<file path="config.mk">
export PLATFORM = sky130hd
export DESIGN_NAME = uart_tx
export DESIGN_NICKNAME = d
export VERILOG_FILES = /design/src/rtl/uart_tx.sv
export SDC_FILE = /design/constraint.sdc
export NUM_CORES = 1
export LEC_CHECK = 0
export CORE_ASPECT_RATIO = 1.4
export CORE_MARGIN = 3
export CORE_UTILIZATION = 35
export DETAILED_ROUTE_END_ITERATION = 6
export GPL_TIMING_DRIVEN = 0
export SYNTH_ARGS = -nofsm -noshare
export SYNTH_HDL_FRONTEND = slang
export SYNTH_SLANG_ARGS = --single-unit
export TNS_END_PERCENT = 100
</file>
<file path="constraint.sdc">
create_clock -name clk -period 2.8 [get_ports clk]
set_clock_uncertainty 0.2 [all_clocks]
set_input_delay 0.56 -clock clk [delete_from_list [all_inputs] [get_ports clk]]
set_output_delay 0.56 -clock clk [all_outputs]
set_load 0.01 [all_outputs]
</file>
<file path="src/rtl/uart_tx.sv">
// rtl/uart_tx.sv - Buffered 8N1 UART transmitter with DEPTH-entry FIFO
//
// Ports:
//   clk      in   1  system clock
//   rst_n    in   1  reset, asynchronous, active-low
//   trmt     in   1  push strobe: queue tx_data this cycle
//   tx_data  in   8  byte to queue; sampled only when trmt=1
//   TX       out  1  serial line; 1 = idle/mark
//   full     out  1  FIFO holds DEPTH entries (registered)
//   busy     out  1  frame in flight OR FIFO non-empty (registered)
//   tx_done  out  1  1-cycle pulse on the last cycle of each stop bit
//   ovf      out  1  1-cycle pulse (cycle after the push) when a push is dropped
module uart_tx #(
    parameter int BAUD_DIV = 5208,
    parameter int DEPTH    = 4
) (
    input  logic       clk,
    input  logic       rst_n,
    input  logic       trmt,
    input  logic [7:0] tx_data,
    output logic       TX,
    output logic       full,
    output logic       busy,
    output logic       tx_done,
    output logic       ovf
);

    localparam int AW = $clog2(DEPTH);
    localparam int PW = AW + 1;
    localparam int BW = 13;
    localparam logic [BW-1:0] BAUD_RELOAD = BW'(BAUD_DIV - 1);

    typedef enum logic {
        IDLE,
        XMIT
    } state_t;

    state_t        state, state_nxt;
    logic [7:0]    mem [DEPTH];
    logic [PW-1:0] wr_ptr, rd_ptr;
    logic [PW-1:0] wr_ptr_nxt, rd_ptr_nxt, count_nxt;
    logic          empty, push, pop;
    logic [7:0]    head;
    logic [9:0]    sr, sr_nxt;
    logic [BW-1:0] baud_cnt, baud_nxt;
    logic [3:0]    bit_cnt, bit_nxt;
    logic          done_c;
    logic          full_q, busy_q, ovf_q;

    assign empty = (wr_ptr == rd_ptr);
    assign head  = mem[rd_ptr[AW-1:0]];

    // A push on a full FIFO still fits when the FSM pops in the same cycle.
    assign push       = trmt && (!full_q || pop);
    assign wr_ptr_nxt = wr_ptr + {{(PW-1){1'b0}}, push};
    assign rd_ptr_nxt = rd_ptr + {{(PW-1){1'b0}}, pop};
    assign count_nxt  = wr_ptr_nxt - rd_ptr_nxt;

    always_comb begin
        state_nxt = state;
        sr_nxt    = sr;
        baud_nxt  = baud_cnt;
        bit_nxt   = bit_cnt;
        pop       = 1'b0;
        done_c    = 1'b0;
        case (state)
            IDLE: begin
                sr_nxt = '1;
                if (!empty) begin
                    pop       = 1'b1;
                    sr_nxt    = {1'b1, head, 1'b0};
                    baud_nxt  = BAUD_RELOAD;
                    bit_nxt   = 4'd0;
                    state_nxt = XMIT;
                end
            end
            XMIT: begin
                if (baud_cnt != '0) begin
                    baud_nxt = baud_cnt - 1'b1;
                end else if (bit_cnt != 4'd9) begin
                    sr_nxt   = {1'b1, sr[9:1]};
                    bit_nxt  = bit_cnt + 4'd1;
                    baud_nxt = BAUD_RELOAD;
                end else begin
                    // Last cycle of the stop bit: chain the next frame with no idle gap.
                    done_c = 1'b1;
                    if (!empty) begin
                        pop      = 1'b1;
                        sr_nxt   = {1'b1, head, 1'b0};
                        baud_nxt = BAUD_RELOAD;
                        bit_nxt  = 4'd0;
                    end else begin
                        sr_nxt    = '1;
                        state_nxt = IDLE;
                    end
                end
            end
            default: begin
                sr_nxt    = '1;
                state_nxt = IDLE;
            end
        endcase
    end

    always_ff @(posedge clk or negedge rst_n) begin
        if (!rst_n) begin
            state <= IDLE;
        end else begin
            state <= state_nxt;
        end
    end

    always_ff @(posedge clk or negedge rst_n) begin
        if (!rst_n) begin
            sr       <= '1;
            baud_cnt <= '0;
            bit_cnt  <= '0;
            wr_ptr   <= '0;
            rd_ptr   <= '0;
            full_q   <= 1'b0;
            busy_q   <= 1'b0;
            ovf_q    <= 1'b0;
        end else begin
            sr       <= sr_nxt;
            baud_cnt <= baud_nxt;
            bit_cnt  <= bit_nxt;
            wr_ptr   <= wr_ptr_nxt;
            rd_ptr   <= rd_ptr_nxt;
            full_q   <= (count_nxt == PW'(DEPTH));
            busy_q   <= (state_nxt == XMIT) || (count_nxt != '0);
            ovf_q    <= trmt && full_q && !pop;
        end
    end

    // Storage needs no reset: the pointers define which entries are valid.
    always_ff @(posedge clk) begin
        if (push) begin
            mem[wr_ptr[AW-1:0]] <= tx_data;
        end
    end

    assign TX      = sr[0];
    assign full    = full_q;
    assign busy    = busy_q;
    assign ovf     = ovf_q;
    assign tx_done = done_c;

endmodule

</file>
==> flow_summary_export.csv, run 1 <==
group,metric,value,unit
setup_path,startpoint,"baud_cnt[10]",
floorplan,rows,39,
drt,drc_errors,0,
power_and_ir_drop,peakVddDrop,0.0004356,V
timing,hold_violations,0,
setup_path,rr_startpoint,"baud_cnt[10]",
drt,drtIter0Drc,119,
floorplan,coreArea,8393,um2
placement,place.gp.congestion,0.7688,
timing,fmax,0.3270,GHz
synthesis,synth_cell_types,48,
clock_tree,cts.reportedPaths.clkPinSlew,0.06,ns
drt,drtPass1Iterations,4,
timing,drv_slew,0,
placement,portBuffers,15,
timing,hold_slack,0.1345,ns
synthesis,synth_cells,236,
finish,layout-drive-gt1-share,28.42,%
setup_path,worst-setup-path-type,"reg2reg",
synthesis,syn_nets,257,
drt,routed-via-count,2058,
clock_tree,postCtsHoldBufs,0,
clock_tree,cts_root_buffer,"clkbuf_16",
drt,wl_per_cell,16.18,um
drt,vias_per_cell,5.318,
synthesis,ys_ff_latch,68,
run_status,status,"finished, violations left",
synthesis,yosys_most_used_dff,"edfxtp_1",
setup_path,cp-start-kind,"flop",
clock_tree,cts_made_buffers,9,
drt,wl,6263,um
placement,hpwlAfterDp,4097,um
setup_path,slowest_stage,"or4_4",
worst_hold_path,hold_path_class,"in2async",
grt,overflow,0,
synthesis,synth_area_leaders,"edfxtp_1 31%, dfrtp_1 22%, dfstp_2 7.6%",
synthesis,synth_top_cell_area_share,31.07,%
grt,grt_pass1_wl,10590,um
finish,fin_cells,387,
grt,grtUsageTotal,14.08,%
timing,finalWorstSetupSlack,-0.2577,ns
clock_tree,clock_latency,0.33,ns
grt,grt_max_degree,37,
timing,finalSetupViolCount,3,
floorplan,dieHeight,117.2,um
floorplan,dieArea,10020,um2
finish,final_cell_mix,"32 x edfxtp_1, 26 x dfrtp_1, 18 x buf_4",
setup_path,cp_slowest_stage_delay,0.58,ns
run,drv_cap,0,
timing,final.setup.tns,-0.5851,ns
power_and_ir_drop,powerDensity,968.2,nW/um2
floorplan,ios,16,
setup_path,worstSetupEndpointType,"flop",
placement,place_inst,353,
setup_path,cp_cell_sequence,"or4_4, nor4_4, o2bb2ai_4, nor2b_1, ha_2, ha_4, ha_4, a21oi_2, xnor3_1, nand4_1",
grt,antenna_found_initial,0,
finish,finalNetCount,301,
grt,grt_pass1_vias,2162,
clock_tree,cts_num_sinks,68,
finish,post-route-util,47.45,%
timing,worst_pin_slew,0.8425,ns
clock_tree,cts_htree_levels,3,
floorplan,die_x,85.45,um
setup_path,critPathMaxFanout,4,
run_status,violations,"setup timing",
timing,relSlewSlack,43.83,%
synthesis,syn_area_per_cell,13.11,um2
synthesis,synth_edf_count,32,
setup_path,cpMostUsedCell,"ha_4",
drt,ant_nets,0,
setup_path,crit_arrival,3.05,ns
synthesis,async_flop_share,52.94,%
setup_path,crit_required,2.79,ns
clock_tree,cts_tree,"built",
finish,final_common_cell,"edfxtp_1",
timing,rsz0062_at_grt,"true",
synthesis,yosys.area.top_type,"edfxtp_1",
synthesis,ys_warn_count,0,
finish,area_growth,28.76,%
clock_tree,clock_path_buffers,2,
finish,diodes,0,
power_and_ir_drop,total_leakage_power,1.541,nW
timing,fin_crit_sh,109.2,%
timing,min_period,3.058,ns
synthesis,yosysSeqAreaShare,60.56,%
synthesis,syn_area,3093,um2
floorplan,initial_core_util,36.85,%
power_and_ir_drop,power,0.003856,W
synth_stat cells, drive strengths merged, types with 2 or more instances:
cell type	instances
nor3	16
a31oi	6
a22oi	3
nor4	3
o31ai	3
o21ai	16
or4	6
mux2i	3
edfxtp	32
dfrtp	27
nand3	7
clkbuf	2
nor2	5
nand2	13
nor3b	2
or3	2
a21oi	11
and2	6
ha	10
dfstp	9
and3	2
buf	5
nand4	2
nor4b	2
a21o	5
xor2	5
mux4	8
inv	10
area by class of cell:
class / instances / area [um2]
plain buffers: 7 / 35.03
clock buffers: 9 / 225.2
clock inverters: 7 / 76.32
fillers: 774 / 4410
inverters: 11 / 43.79
multi-input cells: 150 / 1308
flip-flops and latches: 68 / 1874
well taps: 102 / 127.6
repair buffers: 33 / 292.8
per-stage QoR:
stage | instance area (um2) | setup slack, ns
floorplan | 3152 | -0.06165
global placement | 3430 | -0.6169
detailed placement | 3425 | -0.6559
CTS | 3870 | -0.2361
global route | 3983 | -0.4000
finish | 3983 | -0.2577
final timing paths:
kind | to | slack, ns | depth (start not counted)
max reg2reg | busy | -0.26 | 10
min reg2reg | sr[3] | 0.26 | 2
max in group asynchronous | baud_cnt[5] | 1.69 | 1
min | bit_cnt[0] | 0.13 | 1
max | busy | -0.26 | 10
min in group clk | sr[3] | 0.26 | 2
where the power goes:
part / switching (W) / internal (W)
Clock: 0.000438 / 0.000693
Combinational: 0.000557 / 0.000616
Sequential: 0.000220 / 0.00133
flip-flops by register name, summed over array words and instances (netlist names):
signal	flops
bit_cnt	4
full	1
wr_ptr	3
baud_cnt	13
rd_ptr	3
mem	32
state	1
ovf	1
busy	1
sr	9
cell families after synthesis:
family,share of synthesized area [%]
buffers and inverters,2.346
AO/OA/AOI/OAI,9.952
flip-flops,60.56
AND/OR/NAND/NOR,14.16
adder cells (fa/ha/maj),4.045
multiplexers,6.796
XOR/XNOR,2.144
worst max-delay path, delay by kind of cell (launching register included):
kind | cells | cell delay [ns]
adder cells (fa/ha/maj) | 3 | 0.67
XOR/XNOR | 1 | 0.22
AND/OR/NAND/NOR | 4 | 1.24
AO/OA/AOI/OAI | 2 | 0.17
flip-flops | 1 | 0.41
routing by layer:
| layer | vias up | routed length, um | share of wire, % | track usage [%] |
|---|---|---|---|---|
| met5 | - | 0 | 0 | 0 |
| met4 | 0 | 121 | 1.9 | 6.019 |
| met3 | 14 | 191 | 3.0 | 4.272 |
| met2 | 33 | 3449 | 55 | 25.26 |
| met1 | 1016 | 2502 | 40 | 15.38 |
| li1 | 995 | - | - | - |
repair_timing:
item | CTS | global route
cloned | 0 | 0
endpoints found under the hold margin | 0 | 0
pin swaps | 5 | 5
gates resized for setup | 13 | 7
setup endpoints to repair | 35 | 35
buffers inserted | 10 | 8
Note: power is estimated with default switching activity, not from simulation.
==> run 2: changes to the inputs <==
--- a/config.mk
+++ b/config.mk
@@ -10,6 +10,7 @@
 export CORE_UTILIZATION = 35
 export DETAILED_ROUTE_END_ITERATION = 6
 export GPL_TIMING_DRIVEN = 0
+export SLEW_MARGIN = 5
 export SYNTH_ARGS = -nofsm -noshare
 export SYNTH_HDL_FRONTEND = slang
 export SYNTH_SLANG_ARGS = --single-unit
==> flow_summary_export.csv, run 2 (synthesis gave the netlist of run 1 again) <==
group,metric,value,unit
run_status,status,"finished, violations left",
run_status,violations,"setup timing",
setup_path,path_depth,10,
floorplan,die_x,85.45,um
placement,hpwlAfterDp,4069,um
setup_path,worstSetupEndpointType,"flop",
clock_tree,clock_path_buffers,2,
setup_path,crit_buf_inv,0,
floorplan,coreArea,8393,um2
setup_path,ff2ff_setup_slack,-0.24,ns
timing,finalWorstSetupSlack,-0.2361,ns
finish,largest_register_ffs,32,
grt,grtUsageTotal,13.95,%
clock_tree,cts.reportedPaths.clkPinSlew,0.06,ns
floorplan,rows,39,
grt,antenna_found_initial,0,
placement,placed_area,3430,um2
grt,grt_pass1_wl,10520,um
setup_path,critPathMaxFanout,4,
placement,place.gp.congestion,0.7688,
finish,n_fill_cell,766,
finish,final_cell_mix,"32 x edfxtp_1, 26 x dfrtp_1, 18 x buf_4",
clock_tree,cts_num_sinks,68,
finish,area_growth,29.65,%
timing,finalSetupViolCount,2,
timing,relSlewSlack,43.62,%
setup_path,cp_slowest_stage_delay,0.58,ns
clock_tree,cts_htree_levels,3,
finish,fin_area,4010,um2
timing,hold_violations,0,
timing,rsz0062_at_grt,"true",
timing,min_period,3.036,ns
worst_hold_path,hold_path_class,"in2async",
setup_path,slowest_stage,"or4_4",
clock_tree,cts_root_buffer,"clkbuf_16",
drt,routed-via-count,2069,
drt,wl,6289,um
setup_path,reg2reg_depth,10,
placement,portBuffers,15,
timing,fmax,0.3294,GHz
setup_path,crit_required,2.80,ns
finish,multi_input_area,1299,um2
setup_path,startpoint,"baud_cnt[10]",
setup_path,crit_family,"simple AND/OR/NAND/NOR gates",
clock_tree,clock_latency,0.33,ns
drt,drtPass1Iterations,4,
run,drv_cap,0,
setup_path,cp-start-kind,"flop",
power_and_ir_drop,peakVddDrop,0.0004786,V
setup_path,r2r_end,"busy",
floorplan,dieHeight,117.2,um
floorplan,ios,16,
setup_path,cp_cell_sequence,"or4_4, nor4_4, o2bb2ai_4, nor2b_1, ha_2, ha_4, ha_4, a21oi_2, xnor3_1, nand4_1",
drt,wl_per_cell,16.13,um
finish,final_common_cell,"edfxtp_1",
setup_path,rr_startpoint,"baud_cnt[10]",
setup_path,worst-setup-path-type,"reg2reg",
grt,grt_pass1_vias,2111,
clock_tree,cts_tree,"built",
placement,dp_slack,-0.6446,ns
drt,vias_per_cell,5.305,
floorplan,initial_core_util,36.85,%
timing,fin_crit_sh,108.4,%
setup_path,crit_end,"busy",
setup_path,crit_arrival,3.03,ns
finish,layout-drive-gt1-share,29.17,%
power_and_ir_drop,powerDensity,966.8,nW/um2
timing,worst_pin_slew,0.8457,ns
drt,drtIter0Drc,125,
grt,grt_max_degree,37,
floorplan,dieArea,10020,um2
drt,drc_errors,0,
finish,regArea,1874,um2
power_and_ir_drop,total_leakage_power,1.573,nW
setup_path,cpMostUsedCell,"ha_4",
finish,finalNetCount,304,
drt,ant_nets,0,
finish,post-route-util,47.78,%
clock_tree,postCtsHoldBufs,0,
finish,diodes,0,
clock_tree,cts_made_buffers,9,
timing,drv_slew,0,
grt,overflow,0,
run 2: worst min-delay path by stage:
| stage | endpoint | slack (ns) | cells past startpoint |
|---|---|---|---|
| after floorplan | baud_cnt[0] | 0.06 | 0 |
| final | baud_cnt[12] | 0.13 | 1 |
| after global routing | bit_cnt[0] | 0.20 | 1 |
| after CTS | bit_cnt[1] | 0.16 | 1 |
| after detailed placement | sr[6] | 0.25 | 2 |
| after global placement | sr[1] | 0.25 | 2 |
run 2: per-layer routing:
metal	track usage [%]	part of all wire, %	up-vias
met2	24.59	54	25
met3	3.151	2.6	11
li1	-	-	1004
met4	7.286	1.8	0
met5	0	0	-
met1	15.75	41	1029
run 2: worst register-to-register path, stage by stage (launching register included):
cell and delay, ns:
dfrtp_1 0.42, or4_4 0.58, nor4_4 0.39, o2bb2ai_4 0.12, nor2b_1 0.14, ha_2 0.20, ha_4 0.21, ha_4 0.27
a21oi_2 0.05, xnor3_1 0.22, nand4_1 0.11
run 2: layout make-up:
cell class                 count  share of cell area [%]
timing repair buffer          36                   8.206
clock inverter                 7                   1.903
multi-input combinational    150                   32.39
sequential                    68                   46.74
clock buffer                   9                   5.616
buffer                         7                  0.8736
tap                          102                   3.183
inverter                      11                   1.092
run 2: repair_timing:
item	in CTS	in global routing
hold endpoints to repair	0	0
pin swaps	5	7
buffers inserted	11	10
endpoints found under the setup margin	35	32
resized for setup	11	11
run 2: through the flow:
step	setup TNS [ns]	instances	total power, W	hold WS (ns)
floorplan	-0.1146	236	0.002228	0.06441
global placement	-14.57	353	0.002464	0.2487
detailed placement	-10.39	353	0.002495	0.2521
CTS	-0.6699	380	0.003786	0.1572
global route	-0.8814	390	0.004113	0.1956
finish	-0.4484	390	0.003877	0.1348
run 2: power breakdown:
part | leakage (nW) | internal (W) | switching [W] | total [W]
Sequential | 0.716 | 0.00133 | 0.000214 | 0.00155
Clock | 0.144 | 0.000693 | 0.000438 | 0.00113
Combinational | 0.714 | 0.000637 | 0.000563 | 0.00120
Total | 1.57 | 0.00266 | 0.00122 | 0.00388
==> run 3: changes to the inputs <==
--- a/config.mk
+++ b/config.mk
@@ -9,7 +9,9 @@
 export CORE_MARGIN = 3
 export CORE_UTILIZATION = 35
 export DETAILED_ROUTE_END_ITERATION = 6
+export DONT_BUFFER_PORTS = 1
 export GPL_TIMING_DRIVEN = 0
+export MAX_ROUTING_LAYER = met4
 export SLEW_MARGIN = 5
 export SYNTH_ARGS = -nofsm -noshare
 export SYNTH_HDL_FRONTEND = slang
==> flow_summary_export.csv, run 3 (synthesis gave the netlist of run 1 again) <==
group,metric,value,unit
grt,antenna_found_initial,0,
power_and_ir_drop,total_leakage_power,1.521,nW
finish,area_growth,26.66,%
run_status,violations,"setup timing",
timing,fmax,0.3317,GHz
floorplan,coreArea,8393,um2
placement,placed_area,3284,um2
grt,overflow,0,
finish,final_cell_mix,"32 x edfxtp_1, 26 x dfrtp_1, 19 x buf_4",
drt,vias_per_cell,5.444,
finish,fin_area,3918,um2
clock_tree,cts_htree_levels,3,
run_status,status,"finished, violations left",
timing,finalSetupViolCount,3,
grt,grtUsageTotal,13.91,%
floorplan,dieHeight,117.2,um
setup_path,cpMostUsedCell,"nor2_1",
run,drv_cap,0,
drt,dr.max_layer_used,"met4",
finish,diodes,0,
drt,ant_nets,0,
timing,drv_slew,0,
timing,hold_violations,0,
setup_path,critPathMaxFanout,5,
drt,drc_errors,0,
finish,layout-drive-gt1-share,31.16,%
clock_tree,cts.reportedPaths.clkPinSlew,0.06,ns
drt,wl,6298,um
finish,post-route-util,46.68,%
floorplan,dieArea,10020,um2
setup_path,cp_cell_sequence,"or4_4, nor4_4, nor2_1, nor2_1, ha_2, ha_4, inv_4, ha_4, a21oi_2, xnor3_1, nor2_1",
timing,fin_crit_sh,107.7,%
timing,rsz0062_at_grt,"true",
setup_path,crit_arrival,3.07,ns
timing,worst_pin_slew,0.5560,ns
drt,wl_per_cell,16.66,um
setup_path,startpoint,"baud_cnt[5]",
drt,drtPass1Iterations,4,
placement,hpwlAfterDp,4107,um
floorplan,ios,16,
clock_tree,cts_root_buffer,"clkbuf_16",
grt,grt_pass1_vias,2104,
clock_tree,cts_made_buffers,9,
clock_tree,clock_latency,0.33,ns
placement,place.gp.congestion,0.7856,
setup_path,worstSetupEndpointType,"flop",
drt,drtIter0Drc,51,
drt,met2_wirelength,3482,um
clock_tree,clock_path_buffers,2,
grt,grt_pass1_wl,10240,um
placement,portBuffers,0,
finish,largest_register_ffs,32,
setup_path,slowest_stage,"or4_4",
setup_path,cp_slowest_stage_delay,0.58,ns
setup_path,ff2ff_setup_slack,-0.21,ns
setup_path,rr_startpoint,"baud_cnt[5]",
clock_tree,cts_num_sinks,68,
setup_path,r2r_end,"full",
floorplan,rows,39,
worst_hold_path,hold_path_class,"in2reg",
drt,routed-via-count,2058,
setup_path,cp-start-kind,"flop",
clock_tree,cts_tree,"built",
timing,relSlewSlack,62.65,%
power_and_ir_drop,powerDensity,1002,nW/um2
floorplan,initial_core_util,36.85,%
placement,dp_slack,-0.6091,ns
timing,min_period,3.015,ns
floorplan,die_x,85.45,um
finish,fin_cells,378,
timing,finalWorstSetupSlack,-0.2149,ns
drt,wl_met3,224,um
grt,grt_max_degree,37,
power_and_ir_drop,peakVddDrop,0.0005615,V
finish,final_common_cell,"edfxtp_1",
drt,drt-met1-wl,2517,um
placement,place_inst,338,
setup_path,worst-setup-path-type,"reg2reg",
finish,finalNetCount,292,
setup_path,crit_end,"full",
finish,n_fill_cell,764,
setup_path,crit_required,2.86,ns
setup_path,reg2reg_depth,11,
==> run 3: cell count changes in the layout (fill, tap and decap cells not counted), sizes merged <==
cell	before	now
clkbuf	11	12
inv	11	14
clkdlybuf4s50	13	0
dlymetal6s2s	1	0
dlygate4sd3	0	1
clkinvlp	1	2
clkinv	5	1
==> run 3: worst max-delay path, delay by kind of cell, from the launching register on <==
family          cells  cell delay [ns]
fa+ha+maj           3             0.62
compound gates      1             0.11
flops               1             0.43
simple gates        5             1.28
buf+inv             1             0.05
xor+xnor            1             0.24
==> run 3: worst min path at each step <==
stage | start | end | slack (ns) | cells after the start
after floorplan | rst_n | baud_cnt[0] | 0.06 | 0
after global placement | rst_n | bit_cnt[1] | 0.07 | 0
after detailed placement | rst_n | bit_cnt[1] | 0.07 | 0
after CTS | tx_data[0] | mem[2][0] | 0.11 | 0
after global routing | tx_data[0] | mem[2][0] | 0.11 | 0
final | tx_data[0] | mem[2][0] | 0.12 | 0
==> run 3: report_power, final <==
group,switching [W],internal [W],total (W)
clock,0.000451,0.000701,0.00115
combinational,0.000561,0.000655,0.00122
sequential,0.000223,0.00133,0.00155
==> run 3: layout make-up <==
class	count	area [um2]	area share, %
Tap cell	102	127.6	3.258
Timing Repair Buffer	24	227.7	5.813
Sequential cell	68	1874	47.84
Clock inverter	7	80.08	2.044
Multi-Input combinational cell	150	1301	33.22
Inverter	11	43.79	1.118
Clock buffer	9	225.2	5.749
Buffer	7	37.54	0.9582
==> run 3: layer usage <==
metal / global-route usage [%] / vias up
met5: - / -
met4: 5.597 / 0
met3: 4.342 / 6
met2: 24.07 / 29
met1: 14.78 / 1041
li1: - / 982
==> run 3: per-stage QoR <==
stage | setup TNS (ns) | hold WS (ns) | power [W]
6_report | -0.4561 | 0.1201 | 0.003924
5_1_grt | -0.8249 | 0.1062 | 0.004150
4_1_cts | -0.8671 | 0.1127 | 0.003822
3_5_place_dp | -9.588 | 0.06617 | 0.002450
3_3_place_gp | -13.69 | 0.06614 | 0.002415
2_1_floorplan | -0.1146 | 0.06441 | 0.002228
==> run 3: repair_timing <==
action                                 CTS  global route
setup endpoints to repair               35            24
endpoints found under the hold margin   36             0
setup buffers                           13            10
pin swaps                                5             9
hold buffers                             2             0
gates resized for setup                 14             8
